$ cat config.mk
export PLATFORM = sky130hd
export DESIGN_NAME = port_arbiter_flat
export DESIGN_NICKNAME = d
export VERILOG_FILES = /design/src/rtl/port_arbiter_if.sv /design/src/rtl/port_arbiter.sv /design/src/flat_wrapper.sv
export SDC_FILE = /design/constraint.sdc
export NUM_CORES = 1
export LEC_CHECK = 0
export ABC_AREA = 0
export BUFFER_PORTS_ARGS = -buffer_cell sky130_fd_sc_hd__buf_2
export CAP_MARGIN = 5
export CORE_MARGIN = 3
export CORE_UTILIZATION = 52
export DETAILED_ROUTE_END_ITERATION = 8
export PLACE_DENSITY = 0.85
export SYNTH_ARGS = -nofsm -noshare
export SYNTH_HDL_FRONTEND = slang
export SYNTH_SLANG_ARGS = --single-unit
$ cat constraint.sdc
create_clock -name clk -period 2.8 [get_ports clk]
set_input_delay 0.56 -clock clk [delete_from_list [all_inputs] [get_ports clk]]
set_output_delay 0.56 -clock clk [all_outputs]
set_load 0.03 [all_outputs]
$ cat src/rtl/port_arbiter_if.sv
// Requester-side and downstream-side signals of the three-port packet arbiter.
// The master modport is the requester/sink environment; the slave modport is the arbiter.
interface port_arbiter_if;
  logic [2:0]      R_req;
  logic [2:0][5:0] R_length;
  logic [2:0]      R_start;
  logic [2:0][7:0] R_data;
  logic [2:0]      R_end;
  logic [2:0]      R_grant;

  logic       O_valid;
  logic       O_start;
  logic       O_end;
  logic [7:0] O_data;
  logic [5:0] O_length;

  modport master (
    output R_req, R_length, R_start, R_data, R_end,
    input  R_grant, O_valid, O_start, O_end, O_data, O_length
  );

  modport slave (
    input  R_req, R_length, R_start, R_data, R_end,
    output R_grant, O_valid, O_start, O_end, O_data, O_length
  );
endinterface

$ cat src/rtl/port_arbiter.sv
// Round-robin arbiter forwarding one packet at a time from three requesters downstream.
// Optional grant-to-start watchdog enabled by defining PORT_ARBITER_TIMEOUT_EN.
module port_arbiter #(
  parameter int TIMEOUT   = 16,
  parameter int MAXLENGTH = 12
) (
  input  logic             clk,
  input  logic             reset,
  port_arbiter_if.slave    bus,
  output logic             busy,
  output logic [1:0]       cur_src,
  output logic             pkt_err
);

  typedef enum logic [1:0] {ARB_IDLE, ARB_WAIT, ARB_XFER} state_t;

  localparam logic [5:0] MAX_LEN = 6'(MAXLENGTH);

  state_t     state;
  logic [1:0] last;
  logic [5:0] len_q;
  logic [5:0] beat_cnt;

`ifdef PORT_ARBITER_TIMEOUT_EN
  localparam int TW = $clog2(TIMEOUT + 1);
  logic [TW-1:0] wait_cnt;
`endif

  function automatic logic [1:0] next_idx(input logic [1:0] idx);
    return (idx == 2'd2) ? 2'd0 : idx + 2'd1;
  endfunction

  logic [1:0] cand0, cand1, cand2, winner;
  logic       any_req;

  // NOTE: every always_comb output gets a default first so no path leaves it unassigned (no latch).
  always_comb begin
    cand0   = next_idx(last);
    cand1   = next_idx(cand0);
    cand2   = next_idx(cand1);
    any_req = |bus.R_req;
    winner  = cand2;
    if (bus.R_req[cand0])      winner = cand0;
    else if (bus.R_req[cand1]) winner = cand1;
  end

  logic       src_start, src_end;
  logic [7:0] src_data;
  logic [5:0] beat_next;
  logic       bad_len;

  assign src_start = bus.R_start[cur_src];
  assign src_end   = bus.R_end[cur_src];
  assign src_data  = bus.R_data[cur_src];
  // The start beat counts as beat 1; later beats saturate at 63.
  assign beat_next = (state == ARB_WAIT) ? 6'd1 :
                     (beat_cnt == 6'd63) ? 6'd63 : beat_cnt + 6'd1;
  assign bad_len   = (beat_next != len_q) || (len_q == 6'd0) || (len_q > MAX_LEN);
  assign busy      = (state != ARB_IDLE);

  // NOTE: sequential state uses non-blocking assignments so every register samples pre-edge values.
  always_ff @(posedge clk) begin
    bus.R_grant  <= '0;
    bus.O_valid  <= 1'b0;
    bus.O_start  <= 1'b0;
    bus.O_end    <= 1'b0;
    bus.O_data   <= '0;
    bus.O_length <= '0;
    pkt_err      <= 1'b0;
    if (!reset) begin
      state    <= ARB_IDLE;
      last     <= 2'd2;
      cur_src  <= 2'd0;
      len_q    <= '0;
      beat_cnt <= '0;
`ifdef PORT_ARBITER_TIMEOUT_EN
      wait_cnt <= '0;
`endif
    end else begin
      case (state)
        ARB_IDLE: begin
          if (any_req) begin
            cur_src     <= winner;
            len_q       <= bus.R_length[winner];
            bus.R_grant <= 3'b001 << winner;
            state       <= ARB_WAIT;
`ifdef PORT_ARBITER_TIMEOUT_EN
            wait_cnt    <= '0;
`endif
          end
        end
        ARB_WAIT, ARB_XFER: begin
          if (state == ARB_XFER || src_start) begin
            bus.O_valid  <= 1'b1;
            bus.O_start  <= (state == ARB_WAIT);
            bus.O_end    <= src_end;
            bus.O_data   <= src_data;
            bus.O_length <= len_q;
            beat_cnt     <= beat_next;
            state        <= ARB_XFER;
            if (src_end) begin
              pkt_err <= bad_len;
              last    <= cur_src;
              state   <= ARB_IDLE;
            end
          end
`ifdef PORT_ARBITER_TIMEOUT_EN
          else if (wait_cnt == TW'(TIMEOUT - 1)) begin
            pkt_err <= 1'b1;
            last    <= cur_src;
            state   <= ARB_IDLE;
          end else begin
            wait_cnt <= wait_cnt + TW'(1);
          end
`endif
        end
        default: state <= ARB_IDLE;
      endcase
    end
  end

endmodule

$ cat src/flat_wrapper.sv
// flat-port wrapper written by rule: the top's interface ports become plain ports
module port_arbiter_flat 
#(
  parameter int TIMEOUT   = 16,
  parameter int MAXLENGTH = 12
)
  (clk, reset, busy, cur_src, pkt_err, bus_R_req, bus_R_length, bus_R_start, bus_R_data, bus_R_end, bus_R_grant, bus_O_valid, bus_O_start, bus_O_end, bus_O_data, bus_O_length);
  port_arbiter_if bus_i ();
  input  logic clk;
  input  logic reset;
  output logic busy;
  output logic [1:0] cur_src;
  output logic pkt_err;
  input wire logic [$bits(bus_i.R_req)-1:0] bus_R_req;
  input wire logic [$bits(bus_i.R_length)-1:0] bus_R_length;
  input wire logic [$bits(bus_i.R_start)-1:0] bus_R_start;
  input wire logic [$bits(bus_i.R_data)-1:0] bus_R_data;
  input wire logic [$bits(bus_i.R_end)-1:0] bus_R_end;
  output wire logic [$bits(bus_i.R_grant)-1:0] bus_R_grant;
  output wire logic [$bits(bus_i.O_valid)-1:0] bus_O_valid;
  output wire logic [$bits(bus_i.O_start)-1:0] bus_O_start;
  output wire logic [$bits(bus_i.O_end)-1:0] bus_O_end;
  output wire logic [$bits(bus_i.O_data)-1:0] bus_O_data;
  output wire logic [$bits(bus_i.O_length)-1:0] bus_O_length;
  assign bus_i.R_req = bus_R_req;
  assign bus_i.R_length = bus_R_length;
  assign bus_i.R_start = bus_R_start;
  assign bus_i.R_data = bus_R_data;
  assign bus_i.R_end = bus_R_end;
  assign bus_R_grant = bus_i.R_grant;
  assign bus_O_valid = bus_i.O_valid;
  assign bus_O_start = bus_i.O_start;
  assign bus_O_end = bus_i.O_end;
  assign bus_O_data = bus_i.O_data;
  assign bus_O_length = bus_i.O_length;
  port_arbiter #(.TIMEOUT(TIMEOUT), .MAXLENGTH(MAXLENGTH)) u_core (.clk(clk), .reset(reset), .bus(bus_i), .busy(busy), .cur_src(cur_src), .pkt_err(pkt_err));
endmodule
# --- Word-level counts from Yosys, hierarchy flattened ---
# Index checks and enable logic that the tools add are counted.
# W data, S select, Z words.
op_classes:
  n_addsub: 4
  multipliers: 0
  div_mod_pow: 0
  order_cmp: 5
  eq_ne: 9
  shifts: 1
  muxes: 24
  bitwise: 0
  n_reduce_logical: 16
op_table:
  columns: ["cell", "count"]
  rows:
  - ["$mux W6", 3]
  - ["$bmux W8 S2", 1]
  - ["$mux W2", 8]
  - ["$bmux W6 S2", 1]
  - ["$lt A2 B3 Y1 const B", 4]
  - ["$reduce_and A3 Y1", 3]
  - ["$bmux W1 S2", 4]
  - ["$eq A2 B2 Y1 const B", 4]
  - ["$mux W8", 1]
  - ["$reduce_and A2 Y1", 4]
  - ["$add A2 B1 Y2 const B", 3]
  - ["$add A6 B1 Y6 const B", 1]
  - ["$eq A6 B6 Y1 const B", 1]
  - ["$gt A6 B4 Y1 const B", 1]
  - ["$logic_not A6 Y1", 1]
  - ["$ne A6 B6 Y1", 1]
  - ["$mux W1", 5]
  - ["$ne A2 B1 Y1 const B", 2]
  - ["$pmux W2 S2", 1]
  - ["$reduce_and A4 Y1", 1]
  - ["$logic_or A1 B1 Y1", 3]
  - ["$reduce_or A3 Y1", 1]
  - ["$shl A1 B2 Y3 const A", 1]
  - ["$eq A2 B1 Y1 const B", 1]
  - ["other kinds (3)", 3]
word_totals:
  register_bits: 39
  latchBits: 0
  mem_bits_rw: 0
  romBits: 0
  in_bits: 53
  elab_cells: 71
  n_memories: 0

# --- Longest topological paths before layout ---
depth:
  ltp_word: 10
  mapped_depth: 8

# --- Worst setup path before layout ---
# Ideal clock, no wire load.
synth_timing:
  kind: "register -> register"
  startpoint: "register u_core.cur_src[0]"
  endpoint: "register u_core.bus.O_end"
  arrival_ns: 1.702
  setup_slack_ns: 0.976
  path_stages_with_launch: 7
  period_less_slack_ns: 1.824
  cell_sequence: "dfxtp_1 -> mux2_1 -> a221o_1 -> and2_4 -> nand2_2 -> buf_4 -> nor2_1"
synth_between:
  elab_chain_cells: 4
  elab_cells_between_ends: 6
synth_rtl:
  columns: ["element", "line", "source"]
  rows:
  - ["start, declared", "port_arbiter.sv:11", "output logic [1:0] cur_src,"]
  - ["start signal, assigned", "port_arbiter.sv:83", "cur_src <= winner;"]
  - ["$bmux W1 S2", "port_arbiter.sv:52", "assign src_start = bus.R_start[cur_src];"]
  - ["$mux W1 (implied by the code)", "port_arbiter.sv:52", null]
  - ["$logic_or A1 B1 Y1", "port_arbiter.sv:93", "if (state == ARB_XFER || src_start) begin"]
  - ["$reduce_and A3 Y1 (no line)", null, null]
  - ["end signal, assigned", "port_arbiter.sv:96", "bus.O_end <= src_end;"]
  - ["end, declared", "port_arbiter_if.sv:24", "output R_grant, O_valid, O_start, O_end, O_data, O_length"]
# Parallel ways exist; a longest one is shown, timed or not. The select of a mux whose other input is x is not followed.
# A chain may end at the register's enable or synchronous reset.

# --- Worst setup path after layout ---
layout_timing:
  startpoint: "register u_core.cur_src[1]"
  endpoint: "register u_core.bus.O_length[0]"
layout_between:
  elab_chain_cells: 4
layout_rtl:
  columns: ["element", "line", "source"]
  rows:
  - ["$bmux W1 S2", "port_arbiter.sv:52", null]
  - ["$mux W1 (implied by the code)", "port_arbiter.sv:52", null]
  - ["$logic_or A1 B1 Y1", "port_arbiter.sv:93", null]
  - ["$reduce_and A3 Y1 (no line)", null, null]
  - ["end signal, assigned", "port_arbiter.sv:98", "bus.O_length <= len_q;"]
  - ["end, declared", "port_arbiter_if.sv:24", null]
# No other way between the ends. The select of a mux whose other input is x is not followed.

==> results by group <==
Critical path
  • Worst Path Buf+Inv: 2
  • CP Data Arrival Time: ~2100 ps
  • Slowest-stage cell, CP: dfxtp_1
  • Crit end category: flip-flop
  • Highest net fanout along the worst path: 14
  • Internal reg-to-reg setup slack: between 800 and 900 ps
  • CP Class: reg2reg
  • Worst Path Required: between 2000 and 3000 ps
  • Top Family by Delay on Critical Path: flip-flops
  • Worst setup SP type: flip-flop
  • Max stage delay on crit path: 610 ps
  • CP cell instances: inv_1 -> a221o_1 -> and2_4 -> nand2_2 -> inv_2 -> and2_1

Synth
  • Synth Flop Type: dfxtp_1
  • FF+latch count, synth: 39
  • Top cell type's share of synthesized area: 0.406
  • Syn. warnings: 0
  • Largest cells by area after synthesis: dfxtp_1, mux2i_1, nor2_1
  • Ys async rst share: 0
  • Most frequent cells after synthesis: dfxtp_1, nor2_1, mux2i_1
  • Syn nets: 279
  • Post-synth EDFFs: 0
  • Sequential area share after synthesis: 0.406
  • Synth area leader: dfxtp_1
  • Netlist cell types: 46
  • Mapped Avg Cell Area: 8.67 um^2
  • Post-Synthesis Cells: about 220
  • Mapped cell area: about 0.0019 mm^2

Placed design
  • Post-DP HPWL: 3410 um
  • Routability congestion estimate: between 0.9 and 1
  • Placed cell areas: 0.00235 mm^2
  • Pre-CTS setup slack: 678 ps
  • Placed Cells incl. Taps: 338
  • Port Buffer Count: 76

Floorplan
  • FP Rows: 21
  • Number of I/O pins: just under 80
  • Die area: roughly 0.0045 mm^2
  • Die Width: about 67 um
  • Die H: 66.8 um
  • Starting density of the core: 0.559
  • Core area: between 0.003 and 0.004 mm^2

Final layout
  • Share of layout cells above drive strength 1: 0.333
  • Area Overhead vs Synth: 28.1%
  • Antenna diode count: 0
  • Layout Nets: approximately 360
  • Finished Layout Cells: around 350
  • Final instance area: 0.00246 mm^2

GRT
  • Largest net degree at the start of global routing: 22
  • Global-route wire length before repair: 7330 um
  • Antenna violations before repair: 0
  • GRT Util Overall: 0.218
  • GRT overflow: 0
  • Vias in the first global route: approximately 1700

Routing
  • Final wirelength: ~4500 um
  • DR pass1 iterations: 4
  • Drt wl/cell: about 13 um
  • Via density: 5.30
  • DRT antenna net count: 0
  • Vias: 1834
  • Residual DRC: 0
  • 1st-iter DRT viols: 56

Power
  • Total power: about 0.0019 W
  • Leak: 1.20 nW
  • Pwr dens: ~770 mW/mm^2
  • Peak VDD IR: 621 uV

STA
  • Final Max Tran Viols: 0
  • Final setup violating endpoints: 0
  • Final setup margin: approximately 860 ps
  • Final worst-path cycle share: 0.694
  • RSZ-0062 raised after global routing: no
  • Fin Clk Skew: slightly above 9 ps
  • Fmax: around 0.51 GHz
  • Slew HR: 0.710
  • Setup TNS: 0 ps
  • Crit path time final: between 1500 and 2000 ps
  • Hold Fails Final Rpt: 0
  • Worst-Margin Slew: between 400 and 500 ps

Clock tree
  • Clock Sinks: 39
  • Worst-path clk slew: ~80 ps
  • Post-CTS Hold Buffers: 0
  • Post-CTS setup buffers: 0
  • Post-CTS Resized: 0
  • Cts bufs inserted: 5
  • Total number of H-tree levels: 2
  • CTS tree: built
  • Worst skew pair latency: just under 300 ps
  • Worst-case clock buffer depth: 2
  • CTS root buf: clkbuf_8

Job
  • Max-cap violation count: 0

Status
  • Outcome: finished clean

Min path
  • Hold Crit Class: in2reg
power breakdown:
part / internal [W] / switching (W)
registers: 0.000635 / 0.0000774
clock network: 0.000288 / 0.000193
logic: 0.000286 / 0.000423
cell families after synthesis:
group,after synthesis,synth area share
and+or+nand+nor,86,0.216
muxes,23,0.123
buffers and inverters,20,0.0429
DFF,39,0.406
AOI/OAI and AO/OA,49,0.182
adders and majority gates,4,0.0260
xor gates and xnor gates,1,0.00455
layer usage:
layer	GRT usage	up-vias	wire length [um]
met5	0	-	0
met4	0.0787	0	41
met3	0.0675	2	367
met2	0.382	78	2250
met1	0.247	823	1840
li1	-	931	-
area by class of cell:
class,instances,area (um^2)
Clock inverter,2,35.0
Timing Repair Buffer,80,410
Clock buffer,6,82.6
Tap cell,46,57.6
Sequential cell,39,781
Multi-Input combinational cell,163,1060
Fill cell,288,977
Inverter,10,37.5
worst paths after layout:
| check | cells after the start | startpoint | endpoint |
|---|---|---|---|
| min | 3 | bus_R_data[23] | u_core.bus.O_data[7]$_SDFF_PN0_ |
| max reg2reg | 6 | u_core.cur_src[1]$_SDFFE_PN0P_ | u_core.bus.O_length[0]$_SDFF_PN0_ |
| max | 6 | u_core.cur_src[1]$_SDFFE_PN0P_ | u_core.bus.O_length[0]$_SDFF_PN0_ |
| min reg2reg | 2 | u_core.beat_cnt[1]$_SDFFE_PN0P_ | u_core.beat_cnt[1]$_SDFFE_PN0P_ |
flip-flops by register name, indices dropped and copies added (netlist names):
| register | count |
|---|---|
| u_core.bus.O_data | 8 |
| u_core.beat_cnt | 6 |
| u_core.bus.O_length | 6 |
| u_core.len_q | 6 |
| u_core.bus.R_grant | 3 |
| u_core.cur_src | 2 |
| u_core.last | 2 |
| u_core.state | 2 |
| u_core.bus.O_end | 1 |
| u_core.bus.O_start | 1 |
| u_core.bus.O_valid | 1 |
| u_core.pkt_err | 1 |
worst register-to-register path: stages, from the launching register on:
cell	delay (ps)
dfxtp_1	610
inv_1	140
a221o_1	410
and2_4	210
nand2_2	210
inv_2	100
and2_1	160
per-stage QoR:
| step | hold WS [ps] | utilization |
|---|---|---|
| after floorplan | 453 | - |
| after global placement | 472 | 0.682 |
| after detailed placement | 484 | 0.682 |
| after CTS | 486 | 0.716 |
| after global routing | 495 | 0.716 |
| final | 491 | 0.716 |
layout by cell type (no fill, tap or decap), types with 3 or more instances in the layout:
cell type	instances
nand2_1	13
buf_4	4
and3_1	3
nand2b_1	5
ha_1	4
buf_2	76
o21ai_0	6
o221a_2	3
o22ai_1	4
clkbuf_8	6
o211ai_1	3
nor2_1	39
a21oi_1	15
mux2i_1	18
nand3_1	4
inv_1	9
nor3b_1	3
o32ai_1	3
dfxtp_1	39
and2_1	7
nor2b_1	3
mux2_2	4
Power figures use the tool's default switching activity.
